===== src/rtl/mem_access_ctrl.sv =====
// mem_access_ctrl: M-stage load/store unit in front of an SRAM-like data bus.
// It decodes the M-stage opcode and address into bus requests and replicates
// store data with byte strobes. It flags misaligned loads and stores, and it
// stalls the pipeline while a bus transaction is outstanding. It returns the
// aligned, sign- or zero-extended load word on readdataM.
//
// Ports:
//   clk, rst              clock, asynchronous active-high reset
//   opM, aluoutM          M-stage opcode and effective address
//   writedataM            store source value
//   flush_i               M-stage instruction cancelled
//   stall_ext             pipeline held by another unit
//   stallM                hold pipeline for memory access
//   readdataM             formatted load result (valid in DONE)
//   adel_rdM, adesM       load / store address error (combinational)
//   bus_err               one-cycle pulse when a WAIT times out
//   data_req..data_wstrb  bus request side
//   data_addr_ok, data_data_ok, data_rdata  bus response side
module mem_access_ctrl #(
  parameter int TIMEOUT_CYC = 255
) (
  input  logic        clk,
  input  logic        rst,
  input  logic [5:0]  opM,
  input  logic [31:0] aluoutM,
  input  logic [31:0] writedataM,
  input  logic        flush_i,
  input  logic        stall_ext,
  output logic        stallM,
  output logic [31:0] readdataM,
  output logic        adel_rdM,
  output logic        adesM,
  output logic        bus_err,
  output logic        data_req,
  output logic        data_wr,
  output logic [1:0]  data_size,
  output logic [31:0] data_addr,
  output logic [31:0] data_wdata,
  output logic [3:0]  data_wstrb,
  input  logic        data_addr_ok,
  input  logic        data_data_ok,
  input  logic [31:0] data_rdata
);

  localparam int          CNT_W  = (TIMEOUT_CYC > 255) ? $clog2(TIMEOUT_CYC + 1) : 8;
  localparam logic [31:0] TO_LIM = TIMEOUT_CYC;

  localparam logic [5:0] OP_LB  = 6'b100000;
  localparam logic [5:0] OP_LBU = 6'b100100;
  localparam logic [5:0] OP_LH  = 6'b100001;
  localparam logic [5:0] OP_LHU = 6'b100101;
  localparam logic [5:0] OP_LW  = 6'b100011;
  localparam logic [5:0] OP_SB  = 6'b101000;
  localparam logic [5:0] OP_SH  = 6'b101001;
  localparam logic [5:0] OP_SW  = 6'b101011;

  typedef enum logic [2:0] {S_IDLE, S_REQ, S_WAIT, S_DONE, S_DRAIN} state_t;

  state_t           state_q, state_d;
  logic [CNT_W-1:0] cnt_q, cnt_d;
  logic [5:0]       op_q, op_d;
  logic [31:0]      addr_q, addr_d;
  logic [31:0]      wdata_q, wdata_d;
  logic [3:0]       wstrb_q, wstrb_d;
  logic [1:0]       size_q, size_d;
  logic             wr_q, wr_d;
  logic [31:0]      rword_q, rword_d;
  logic [5:0]       rop_q, rop_d;
  logic [1:0]       ra_q, ra_d;
  logic             bus_err_q, bus_err_d;

  logic        is_lb, is_lbu, is_lh, is_lhu, is_lw, is_sb, is_sh, is_sw;
  logic        is_load, is_store, need, timeout_hit, fin;
  logic [31:0] fin_word;

  function automatic logic [31:0] fmt_load(input logic [5:0] op, input logic [1:0] a,
                                           input logic [31:0] w);
    logic [7:0]  b;
    logic [15:0] h;
    b = w[{a, 3'b000} +: 8];
    h = a[1] ? w[31:16] : w[15:0];
    case (op)
      OP_LB:   return {{24{b[7]}}, b};
      OP_LBU:  return {24'h0, b};
      OP_LH:   return {{16{h[15]}}, h};
      OP_LHU:  return {16'h0, h};
      default: return w;
    endcase
  endfunction

  assign is_lb    = (opM == OP_LB);
  assign is_lbu   = (opM == OP_LBU);
  assign is_lh    = (opM == OP_LH);
  assign is_lhu   = (opM == OP_LHU);
  assign is_lw    = (opM == OP_LW);
  assign is_sb    = (opM == OP_SB);
  assign is_sh    = (opM == OP_SH);
  assign is_sw    = (opM == OP_SW);
  assign is_load  = is_lb | is_lbu | is_lh | is_lhu | is_lw;
  assign is_store = is_sb | is_sh | is_sw;

  assign adel_rdM = ~flush_i & ((((is_lh | is_lhu) & aluoutM[0])) | (is_lw & (|aluoutM[1:0])));
  assign adesM    = ~flush_i & ((is_sh & aluoutM[0]) | (is_sw & (|aluoutM[1:0])));
  assign need     = (is_load | is_store) & ~adel_rdM & ~adesM & ~flush_i;

  // Fires in the WAIT cycle whose increment would reach the limit, so the
  // abort happens after exactly TIMEOUT_CYC WAIT cycles.
  assign timeout_hit = (TIMEOUT_CYC != 0) && ((32'(cnt_q) + 32'd1) >= TO_LIM);

  assign readdataM  = fmt_load(rop_q, ra_q, rword_q);
  assign bus_err    = bus_err_q;
  assign data_wr    = wr_q;
  assign data_size  = size_q;
  assign data_addr  = addr_q;
  assign data_wdata = wdata_q;
  assign data_wstrb = wstrb_q;

  // Next-state and request decode
  always_comb begin
    state_d   = state_q;
    cnt_d     = cnt_q;
    op_d      = op_q;
    addr_d    = addr_q;
    wdata_d   = wdata_q;
    wstrb_d   = wstrb_q;
    size_d    = size_q;
    wr_d      = wr_q;
    rword_d   = rword_q;
    rop_d     = rop_q;
    ra_d      = ra_q;
    bus_err_d = 1'b0;
    stallM    = 1'b0;
    data_req  = 1'b0;
    fin       = 1'b0;
    fin_word  = data_rdata;

    case (state_q)
      S_IDLE: begin
        stallM = need;
        if (need) begin
          state_d = S_REQ;
          cnt_d   = '0;
          op_d    = opM;
          addr_d  = aluoutM;
          wr_d    = is_store;
          size_d  = (is_lw | is_sw) ? 2'b10 : ((is_lh | is_lhu | is_sh) ? 2'b01 : 2'b00);
          wdata_d = is_sb ? {4{writedataM[7:0]}} :
                    is_sh ? {2{writedataM[15:0]}} :
                    is_sw ? writedataM : 32'h0;
          wstrb_d = is_sb ? (4'b0001 << aluoutM[1:0]) :
                    is_sh ? (aluoutM[1] ? 4'b1100 : 4'b0011) :
                    is_sw ? 4'b1111 : 4'b0000;
        end
      end
      S_REQ: begin
        stallM   = 1'b1;
        data_req = 1'b1;
        if (data_addr_ok) begin
          // An accepted request that is then cancelled still owes a response.
          if (data_data_ok) begin
            state_d = flush_i ? S_IDLE : S_DONE;
            fin     = ~flush_i;
          end else begin
            state_d = flush_i ? S_DRAIN : S_WAIT;
          end
        end else if (flush_i) begin
          state_d = S_IDLE;
        end
      end
      S_WAIT: begin
        stallM = 1'b1;
        cnt_d  = (&cnt_q) ? cnt_q : cnt_q + CNT_W'(1);
        if (data_data_ok) begin
          state_d = flush_i ? S_IDLE : S_DONE;
          fin     = ~flush_i;
        end else if (flush_i) begin
          state_d = S_DRAIN;
        end else if (timeout_hit) begin
          state_d   = S_DONE;
          fin       = 1'b1;
          fin_word  = 32'h0;
          bus_err_d = 1'b1;
        end
      end
      S_DRAIN: begin
        stallM = 1'b1;
        if (data_data_ok) state_d = S_IDLE;
      end
      S_DONE: begin
        if (!stall_ext) state_d = S_IDLE;
      end
      default: state_d = S_IDLE;
    endcase

    // Stores complete through DONE but leave the load result untouched.
    if (fin && !wr_q) begin
      rword_d = fin_word;
      rop_d   = op_q;
      ra_d    = addr_q[1:0];
    end
  end

  // State and captured-request registers
  always_ff @(posedge clk or posedge rst) begin
    if (rst) begin
      state_q   <= S_IDLE;
      cnt_q     <= '0;
      op_q      <= '0;
      addr_q    <= '0;
      wdata_q   <= '0;
      wstrb_q   <= '0;
      size_q    <= '0;
      wr_q      <= 1'b0;
      rword_q   <= '0;
      rop_q     <= '0;
      ra_q      <= '0;
      bus_err_q <= 1'b0;
    end else begin
      state_q   <= state_d;
      cnt_q     <= cnt_d;
      op_q      <= op_d;
      addr_q    <= addr_d;
      wdata_q   <= wdata_d;
      wstrb_q   <= wstrb_d;
      size_q    <= size_d;
      wr_q      <= wr_d;
      rword_q   <= rword_d;
      rop_q     <= rop_d;
      ra_q      <= ra_d;
      bus_err_q <= bus_err_d;
    end
  end

endmodule


===== config.mk =====
export PLATFORM = sky130hd
export DESIGN_NAME = mem_access_ctrl
export DESIGN_NICKNAME = d
export VERILOG_FILES = /design/src/rtl/mem_access_ctrl.sv
export SDC_FILE = /design/constraint.sdc
export NUM_CORES = 1
export LEC_CHECK = 0
export BUFFER_PORTS_ARGS = -buffer_cell sky130_fd_sc_hd__buf_2
export CORE_ASPECT_RATIO = 0.5
export CORE_MARGIN = 8
export CORE_UTILIZATION = 45
export DETAILED_ROUTE_END_ITERATION = 8
export GPL_TIMING_DRIVEN = 0
export HOLD_SLACK_MARGIN = 0.1
export PLACE_DENSITY_LB_ADDON = 0.3
export SYNTH_ARGS = -nofsm -noshare
export SYNTH_HDL_FRONTEND = slang
export SYNTH_SLANG_ARGS = --single-unit
export TNS_END_PERCENT = 1

===== constraint.sdc =====
create_clock -name clk -period 5.1 [get_ports clk]
set_clock_uncertainty 0.1 [all_clocks]
set_input_delay 0.255 -clock clk [delete_from_list [all_inputs] [get_ports clk]]
set_output_delay 0.255 -clock clk [all_outputs]
set_load 0.01 [all_outputs]

==> results of run 1 <==
-- cell usage after synthesis, types with 8 or more instances --
| library cell | instances | area (µm²) |
|---|---|---|
| a32oi_1 | 8 | 70.1 |
| a21oi_1 | 25 | 125 |
| buf_2 | 10 | 50.1 |
| nand3_1 | 15 | 75.1 |
| mux2_2 | 38 | 428 |
| o21ai_0 | 40 | 200 |
| mux2i_1 | 17 | 170 |
| a22oi_1 | 9 | 67.6 |
| nand2_1 | 133 | 499 |
| clkbuf_1 | 24 | 90.1 |
| o22ai_1 | 39 | 244 |
| dfrtp_1 | 129 | 3230 |
| mux2_4 | 40 | 601 |
| o31ai_1 | 11 | 82.6 |
| nor2_1 | 31 | 116 |
| inv_1 | 44 | 165 |
-- critical path: cells and delay by family (launching register included) --
family                 cells  cell delay [ns]
buffers and inverters      2             0.60
AND/OR/NAND/NOR            3             0.98
AO/OA/AOI/OAI              2             0.22
flip-flops                 1             0.41
-- cell families (layout without fill, tap and decap cells) --
family / Yosys count / after routing / share of synthesized area [%]
simple gates: 214 / 214 / 13.9
compound gates: 167 / 167 / 15.6
flops: 129 / 129 / 45.9
buf+inv: 97 / 404 / 7.08
mux: 95 / 95 / 17.0
fa+ha+maj: 3 / 3 / 0.498
other cells: 0 / 1 / 0
-- power by group through the flow --
| stage | Combinational (W) | Sequential (W) | Clock (W) |
|---|---|---|---|
| after floorplan | 0.000881 | 0.00155 | 0 |
| after detailed placement | 0.00146 | 0.00158 | 0 |
| after CTS | 0.00151 | 0.00157 | 0.00129 |
| after global placement | 0.00143 | 0.00156 | 0 |
| after global routing | 0.00163 | 0.00161 | 0.00133 |
| final | 0.00150 | 0.00157 | 0.00127 |
-- metal layers --
metal | track usage, % | vias up
met5 | 0 | -
met4 | 7.27 | 0
met3 | 6.16 | 48
met2 | 36.8 | 303
met1 | 29.8 | 3176
li1 | - | 3083
-- stage by stage --
stage,utilization [%],hold WS (ns)
after floorplan,-,0.221
after global placement,54.5,0.354
after detailed placement,54.7,0.225
after CTS,62.7,0.101
after global routing,62.7,0.130
final,62.7,0.114
-- area by class of cell --
class / count / area [µm²] / share of cell area, %
multi-input combinational: 479 / 3310 / 34.4
timing repair buffer: 275 / 1700 / 17.7
inverter: 44 / 170 / 1.77
clock inverter: 15 / 188 / 1.95
sequential: 129 / 3230 / 33.6
antenna: 1 / 2.50 / 0.0260
clock buffer: 17 / 425 / 4.43
tap: 204 / 255 / 2.66
buffer: 53 / 333 / 3.46
-- repair_timing --
action,CTS,global route
hold endpoints to repair,106,0
buffers inserted,0,0
endpoints found under the setup margin,0,0
hold buffers,61,0
-- state kept, by name (all words and copies together) (netlist names) --
name,flops
bus_err,1
cnt_q,8
data_addr,32
data_size,2
data_wdata,32
data_wr,1
data_wstrb,4
op_q,6
ra_q,2
rop_q,6
rword_q,32
state_q,3
-- how the worst min path moves through the flow --
| stage | endpoint | slack [ns] | cells after the start |
|---|---|---|---|
| global route | data_size[0]$_DFFE_PP0P_ | 0.13 | 3 |
| detailed placement | data_addr[27]$_DFFE_PP0P_ | 0.23 | 2 |
| finish | data_size[0]$_DFFE_PP0P_ | 0.11 | 3 |
| global placement | op_q[5]$_DFFE_PP0P_ | 0.35 | 1 |
| CTS | data_size[0]$_DFFE_PP0P_ | 0.10 | 3 |
| floorplan | state_q[2]$_DFFE_PP0P_ | 0.22 | 1 |
==> metrics.md, run 1 <==
| Metric | Value |
|---|---|
| Inst Count DP | around 1100 |
| Yosys cell types | 62 |
| Tot Pwr | 0.00434 W |
| Root buf cell | clkbuf_16 |
| Dpl ws | 2.38 ns |
| Max FO, Critical Path | 10 |
| R2R cell count | 7 |
| I/O Buffers | about 210 |
| Die Ht | about 100 µm |
| Die ar. | 0.0201 mm² |
| Final Non-Filler Cells | about 1200 |
| R2r startpoint | cnt_q[1]$_DFFE_PP0P_ |
| CP Cell Sequence | nor4b_1 > clkbuf_1 > nand3_1 > o21ai_0 > nand2_1 > o211ai_1 > buf_2 |
| Post-synth EDFFs | 0 |
| Status | finished, final reports clean |
| # rows | 32 |
| Crit path to | readdataM[11] |
| Worst Setup End Kind | primary output |
| HP Class | input port to flip-flop |
| Wirelength per Cell | a little under 20 µm |
| Biggest cell delay along the critical path | 0.77 ns |
| Area growth syn-to-layout | 36.7% |
| Psw | 0.00158 W |
| Final slew viol count | 0 |
| Final instance area | slightly below 0.01 mm² |
| Vias in the first global route | 6787 |
| Lkg Pwr | 4.80 nW |
| CP arrival | roughly 2.6 ns |
| Startpoint types | flip-flop |
| DRC viols | 0 |
| First-pass GRT wire length | 37200 µm |
| Placer Congestion | 0.878 |
| Setup-failing EPs final | 0 |
| Synthesized net count | 815 |
| VDD IR max | 0.209 mV |
| Max layer used | met4 |
| I/O Pins | approximately 220 |
| Drt first-iter violations | 479 |
| Part of the power in combinational logic | about a third |
| Clock power share | roughly 29% |
| Syn Std Cell Area | 0.00703 mm² |
| Antenna violations before repair | 1 |
| Initial Util | between 40% and 50% |
| CTS-repair resized insts | 0 |
| Setup TNS | 0 ns |
| Slew @ Worst Pin | 1.30 ns |
| Synth Flop Type | dfrtp_1 |
| Crit path max-delay cell type | nor4b_1 |
| Power Density | 452 mW/mm² |
| Clk pin slew, worst setup/hold paths | 0.06 ns |
| Dpl hpwl | roughly 16000 µm |
| Sink Count | 129 |
| Cells after Synth | around 710 |
| Reg-to-reg endpoint | rword_q[21]$_DFFE_PP0P_ |
| Fin crit share | around three fifths |
| Fin crit period | 2.97 ns |
| Core outline area | 0.0153 mm² |
| Ys async rst share | 100% |
| Final hold violation count | 0 |
| Die extent in x | just under 200 µm |
| Overall global routing resource usage | 23.0% |
| Min-delay src | opM[3] |
| Flop2flop setup slack | 2.30 ns |
| P_int | 0.00276 W |
| Yosys warnings | 0 |
| Routed Antenna Nets | 0 |
| CTS tree | yes |
| Crit path from | rop_q[1]$_DFFE_PP0P_ |
| Clock buffer depth | 2 |
| DRT Pass-1 Iters | 6 |
| CP required | 4.74 ns |
| Synth Register Bits | 129 |
| Sw Share | 36.4% |
| RSZ-0062 raised after global routing | no |
| Pin count of the biggest net entering global routing | 83 |
| Max cap viols | 0 |
| Syn_area_per_cell | 9.97 µm² |
| Slew Limit Headroom | between 10% and 20% |
| H-tree level count | 4 |
| Met2 wire len | roughly 11000 µm |
| FMAX | about 0.34 GHz |
| DRT Wirelength | 23400 µm |
| Clk_lat worst skew | around 0.4 ns |
| Sequential share of power | 36.2% |
| Inserted Clock Buffers | 17 |
| Placed Instance Area | roughly 0.0084 mm² |
| Crit path kind | flip-flop to primary output |
| Sequential area share after synthesis | 45.9% |
| Most common cell after layout, fill and taps aside | buf_2 |
| Setup ws final | 2.13 ns |
| Vias/cell | 5.43 |
| Fillers | 1220 |
| WL met3 | 1950 µm |
| Layout Nets | 1109 |
| WL met1 | roughly 10000 µm |
| Routed vias | 6610 |
| Commonest cells after routing, fill and taps aside | buf_2, nand2_1, dfrtp_1, dlygate4sd3_1, inv_1 |
| GRT overflow | 0 |
| Fraction of layout instances using a drive strength above 1 | 35.8% |
(Power assumes the default switching activity.)
==> run 2, diff against run 1 <==
==> constraint.sdc (replaced) <==
create_clock -name clk -period 2.75 [get_ports clk]
set_clock_uncertainty 0.1 [all_clocks]
set_input_delay 0.1375 -clock clk [delete_from_list [all_inputs] [get_ports clk]]
set_output_delay 0.1375 -clock clk [all_outputs]
set_load 0.01 [all_outputs]
==> metrics.md, run 2 (same netlist as run 1, synthesis figures left out) <==
| Metric | Value |
|---|---|
| First-pass GRT wire length | a little under 40000 µm |
| Routed Antenna Nets | 0 |
| Fraction of layout instances using a drive strength above 1 | 34.9% |
| Setup-failing EPs final | 0 |
| Routed vias | between 6000 and 7000 |
| Slew @ Worst Pin | just under 0.8 ns |
| Clk_lat worst skew | between 0.4 and 0.5 ns |
| Clk pin slew, worst setup/hold paths | 0.07 ns |
| Max cap viols | 0 |
| Flop2flop setup slack | 0.10 ns |
| Setup TNS | 0 ns |
| WHS Path Cells | 5 |
| H-tree level count | 4 |
| DRT Pass-1 Iters | 7 |
| Placed Instance Area | 0.00842 mm² |
| Final hold violation count | 0 |
| R2r startpoint | cnt_q[1]$_DFFE_PP0P_ |
| Placer Congestion | 0.883 |
| Final slew viol count | 0 |
| Status | finished, final reports clean |
| Drt first-iter violations | 665 |
| R2R cell count | 7 |
| DRT Wirelength | 24000 µm |
| Hold Path Sink | data_wdata[27]$_DFFE_PP0P_ |
| Crit path max-delay family | buffers and inverters |
| Startpoint types | flip-flop |
| Sink Count | 129 |
| Slew Limit Headroom | approximately 47% |
| Layout Nets | around 1200 |
| Vias in the first global route | 7112 |
| Overall global routing resource usage | a little under a quarter |
| Commonest cells after routing, fill and taps aside | buf_2, nand2_1, dfrtp_1, dlygate4sd3_1, inv_1 |
| Fin util | 65.4% |
| I/O Buffers | ~210 |
| Final instance area | 0.0100 mm² |
| Cell repeated most along the worst path | buf_2 |
| Area growth syn-to-layout | 42.7% |
| Die extent in x | 193 µm |
| CTS tree | yes |
| Core outline area | 0.0153 mm² |
| GRT overflow | 0 |
| # rows | 32 |
| DRC viols | 0 |
| Reg-to-reg endpoint | rword_q[26]$_DFFE_PP0P_ |
| Most common cell after layout, fill and taps aside | buf_2 |
| CP required | 2.51 ns |
| FMAX | around 0.36 GHz |
| Pin count of the biggest net entering global routing | 44 |
| Worst Setup End Kind | primary output |
| Root buf cell | clkbuf_16 |
| Biggest cell delay along the critical path | 0.41 ns |
| Fin crit period | roughly 2.7 ns |
| Antenna violations before repair | 0 |
| Initial Util | 45.9% |
| HP Class | input port to flip-flop |
| Die Ht | roughly 100 µm |
| Hold_ws | 0.114 ns |
| Crit path kind | flip-flop to primary output |
| Min-delay src | writedataM[27] |
| Fin crit share | between 90% and 100% |
| I/O Pins | 216 |
| VDD IR max | 0.360 mV |
| Die ar. | around 0.020 mm² |
| CP Cell Sequence | clkbuf_1 > nor2_4 > buf_2 > mux2i_1 > a221oi_1 > buf_2 |
| Lkg Pwr | 4.95 nW |
| Crit path max-delay cell type | dfrtp_1 |
| Inserted Clock Buffers | 17 |
| Power Density | approximately 800 mW/mm² |
| Buf+Inv Stages, Crit Path | 3 |
| Diodes inserted | 0 |
| Max FO, Critical Path | 10 |
| Wirelength per Cell | 19.1 µm |
| CP arrival | 2.50 ns |
| Dpl hpwl | 16400 µm |
| Vias/cell | 5.45 |
| Clock buffer depth | 2 |
| RSZ-0062 raised after global routing | yes |
## run 2: worst max-delay path by stage
stage,start,to,slack (ns),cells past startpoint
final,rop_q[0]$_DFFE_PP0P_,readdataM[6],0.009,6
after global placement,rst,rword_q[17]$_DFFE_PP0P_,0.07,2
after detailed placement,cnt_q[1]$_DFFE_PP0P_,rword_q[21]$_DFFE_PP0P_,0.15,7
after CTS,opM[2],data_wdata[11]$_DFFE_PP0P_,0.008,7
after floorplan,cnt_q[0]$_DFFE_PP0P_,ra_q[0]$_DFFE_PP0P_,0.47,10
after global routing,cnt_q[1]$_DFFE_PP0P_,rword_q[21]$_DFFE_PP0P_,-0.12,7
## run 2: cell type report
| cell class | count | area [µm²] |
|---|---|---|
| Buffer | 53 | 334 |
| Clock buffer | 17 | 425 |
| Clock inverter | 15 | 138 |
| Fill cell | 1182 | 5300 |
| Inverter | 44 | 169 |
| Multi-Input combinational cell | 479 | 3340 |
| Sequential cell | 129 | 3230 |
| Tap cell | 204 | 255 |
| Timing Repair Buffer | 318 | 2150 |
## run 2: power by group
group,internal [W],leakage [nW],switching [W]
Clock,0.00120,0.270,0.000994
Combinational,0.00142,3.01,0.00145
Sequential,0.00244,1.67,0.000491
Total,0.00506,4.95,0.00294
## run 2: repair_timing
item / in CTS / in global routing
buffers inserted: 0 / 0
hold buffers: 102 / 0
pin swaps: 0 / 2
resized for setup: 3 / 4
hold endpoints to repair: 150 / 0
setup endpoints to repair: 7 / 39
## run 2: tightest hold or removal path: cells and delay by family
| family | cells | cell delay [ns] |
|---|---|---|
| AOI/OAI and AO/OA | 2 | 0.23 |
| muxes | 1 | 0.07 |
| and+or+nand+nor | 1 | 0.08 |
| buffers and inverters | 1 | 0.08 |
## run 2: per-layer routing
| metal | part of all wire [%] | GRT usage (%) | wire [µm] | vias up |
|---|---|---|---|---|
| met3 | 8.2 | 5.22 | 1970 | 46 |
| met4 | 2.0 | 8.19 | 489 | 0 |
| met5 | 0 | 0 | 0 | - |
| li1 | - | - | - | 3169 |
| met1 | 42 | 31.0 | 10100 | 3313 |
| met2 | 48 | 38.7 | 11500 | 335 |
## run 2: per-stage QoR
stage	instances	worst slack [ns]	total power (W)
detailed placement	1125	0.148	0.00564
global route	1259	-0.124	0.00843
global placement	1122	0.0657	0.00554
CTS	1259	0.00756	0.00797
floorplan	705	0.470	0.00452
finish	1259	0.00910	0.00799
==> run 3, diff against run 2 <==
==> constraint.sdc (replaced) <==
create_clock -name clk -period 3.1 [get_ports clk]
set_clock_uncertainty 0.1 [all_clocks]
set_input_delay 0.155 -clock clk [delete_from_list [all_inputs] [get_ports clk]]
set_output_delay 0.155 -clock clk [all_outputs]
set_load 0.01 [all_outputs]
==> metrics.md, run 3 (same netlist as run 1, synthesis figures left out) <==
| Metric | Value |
|---|---|
| Fin crit share | 92.7% |
| H-tree level count | 4 |
| Hold Path Sink | rword_q[18]$_DFFE_PP0P_ |
| R2r startpoint | state_q[1]$_DFFE_PP0P_ |
| Root buf cell | clkbuf_16 |
| Slew @ Worst Pin | 1.31 ns |
| DRC viols | 0 |
| Vias in the first global route | roughly 7000 |
| Crit path kind | flip-flop to primary output |
| VDD IR max | 0.316 mV |
| Layout Nets | between 1000 and 1500 |
| Setup ws final | 0.227 ns |
| I/O Pins | 216 |
| Initial Util | 45.9% |
| Lkg Pwr | ~4.9 nW |
| P_int | around 0.0045 W |
| Sequential share of power | 36.8% |
| Sink Count | about 130 |
| Power Density | 713 mW/mm² |
| Worst Setup End Kind | primary output |
| First-pass GRT wire length | 38000 µm |
| Area growth syn-to-layout | 40.7% |
| Fillers | 1199 |
| # rows | 32 |
| Cell repeated most along the worst path | buf_2 |
| R2R cell count | 8 |
| WHS Path Cells | 4 |
| CP Cell Sequence | clkbuf_1 > nor2_2 > buf_2 > mux2i_1 > a221oi_1 > buf_2 |
| I/O Buffers | between 200 and 250 |
| Die ar. | between 0.02 and 0.025 mm² |
| Setup-failing EPs final | 0 |
| Routed vias | between 6000 and 7000 |
| Final instance area | approximately 0.0099 mm² |
| Most common cell after layout, fill and taps aside | buf_2 |
| Min-delay src | data_rdata[18] |
| Dpl ws | 0.498 ns |
| Clk_lat worst skew | 0.41 ns |
| Routed Antenna Nets | 0 |
| Diodes inserted | 0 |
| CP required | 2.84 ns |
| RSZ-0062 raised after global routing | no |
| Fin crit period | 2.87 ns |
| DRT Pass-1 Iters | 5 |
| Wirelength per Cell | 18.9 µm |
| Vias/cell | 5.44 |
| Antenna violations before repair | 0 |
| HP Class | input port to flip-flop |
| Reg area | 0.00323 mm² |
| FMAX | 0.348 GHz |
| GRT overflow | 0 |
| Commonest cells after routing, fill and taps aside | buf_2, nand2_1, dfrtp_1, dlygate4sd3_1, inv_1 |
| Core outline area | 0.0153 mm² |
| Drt first-iter violations | 613 |
| Placed Instance Area | 0.00842 mm² |
| Clk pin slew, worst setup/hold paths | ~0.070 ns |
| Flop2flop setup slack | 0.32 ns |
| Max cap viols | 0 |
| Placer Congestion | roughly 0.88 |
| Slew Limit Headroom | between 10% and 20% |
| Status | finished, final reports clean |
| Max FO, Critical Path | 10 |
| Sw Share | 36.7% |
| Fraction of layout instances using a drive strength above 1 | 35.0% |
| CTS tree | yes |
| Fin util | roughly 65% |
| Final slew viol count | 0 |
| Pin count of the biggest net entering global routing | 44 |
| Setup TNS | 0 ns |
| DRT Wirelength | 23600 µm |
| Inserted Clock Buffers | 17 |
| Die Ht | 104 µm |
| Area occupied by multi-input gates | 0.00331 mm² |
| Reg-to-reg endpoint | data_size[0]$_DFFE_PP0P_ |
| Die extent in x | between 150 and 200 µm |
| Biggest cell delay along the critical path | 0.47 ns |
| Crit path max-delay cell type | nor2_2 |
| Final hold violation count | 0 |
| Startpoint types | flip-flop |
| Clock power share | 27.5% |
| CP arrival | roughly 2.6 ns |
| Dpl hpwl | 16400 µm |
| Overall global routing resource usage | 23.4% |
| Psw | 0.00259 W |
| Clock buffer depth | 2 |
| Hold_ws | 0.110 ns |
| Part of the power in combinational logic | 35.7% |
run 3: cell types whose count changed in the layout (fill, tap and decap cells not counted), sizes merged:
cell	delta
dlygate4sd3	-11
run 3: timing repair:
action,CTS,global route
setup buffers,0,0
hold buffers,91,0
endpoints found under the setup margin,0,7
endpoints found under the hold margin,137,0
resized for setup,0,1
run 3: power groups by stage:
stage                     combinational, W  clock [W]  sequential (W)
after global placement             0.00234          0         0.00257
after detailed placement           0.00241          0         0.00259
final                              0.00252    0.00194         0.00260
after global routing               0.00275    0.00204         0.00265
after floorplan                    0.00145          0         0.00256
after CTS                          0.00250    0.00197         0.00257
run 3: worst max path at each step:
stage	to	cells past startpoint	start
final	readdataM[6]	6	rop_q[0]$_DFFE_PP0P_
after global routing	data_size[0]$_DFFE_PP0P_	8	state_q[1]$_DFFE_PP0P_
after CTS	readdataM[13]	7	rop_q[3]$_DFFE_PP0P_
after floorplan	ra_q[0]$_DFFE_PP0P_	10	cnt_q[0]$_DFFE_PP0P_
after global placement	rword_q[17]$_DFFE_PP0P_	2	rst
after detailed placement	rword_q[21]$_DFFE_PP0P_	7	cnt_q[1]$_DFFE_PP0P_
run 3: final cells by class:
| type | instances | share of cell area [%] |
|---|---|---|
| clock inverter | 15 | 1.39 |
| buffer | 53 | 3.36 |
| inverter | 44 | 1.71 |
| multi-input combinational | 479 | 33.5 |
| sequential | 129 | 32.6 |
| timing repair buffer | 307 | 20.6 |
| tap | 204 | 2.58 |
| clock buffer | 17 | 4.30 |
run 3: critical path: cells and delay by family (launching register included):
| family | cells | cell delay (ns) |
|---|---|---|
| compound gates | 1 | 0.40 |
| buf+inv | 3 | 0.80 |
| flops | 1 | 0.42 |
| mux | 1 | 0.12 |
| simple gates | 1 | 0.47 |
run 3: through the flow:
step / total power, W / instances
6_report: 0.00706 / 1248
5_1_grt: 0.00744 / 1248
4_1_cts: 0.00705 / 1248
3_5_place_dp: 0.00500 / 1125
3_3_place_gp: 0.00492 / 1122
2_1_floorplan: 0.00401 / 705
run 3: metal layers:
metal | up-vias | GRT usage, % | routed length (µm)
met3 | 38 | 5.29 | 2050
met2 | 344 | 37.7 | 11200
met4 | 0 | 7.65 | 461
li1 | 3146 | - | -
met5 | - | 0 | 0
met1 | 3256 | 30.7 | 9930
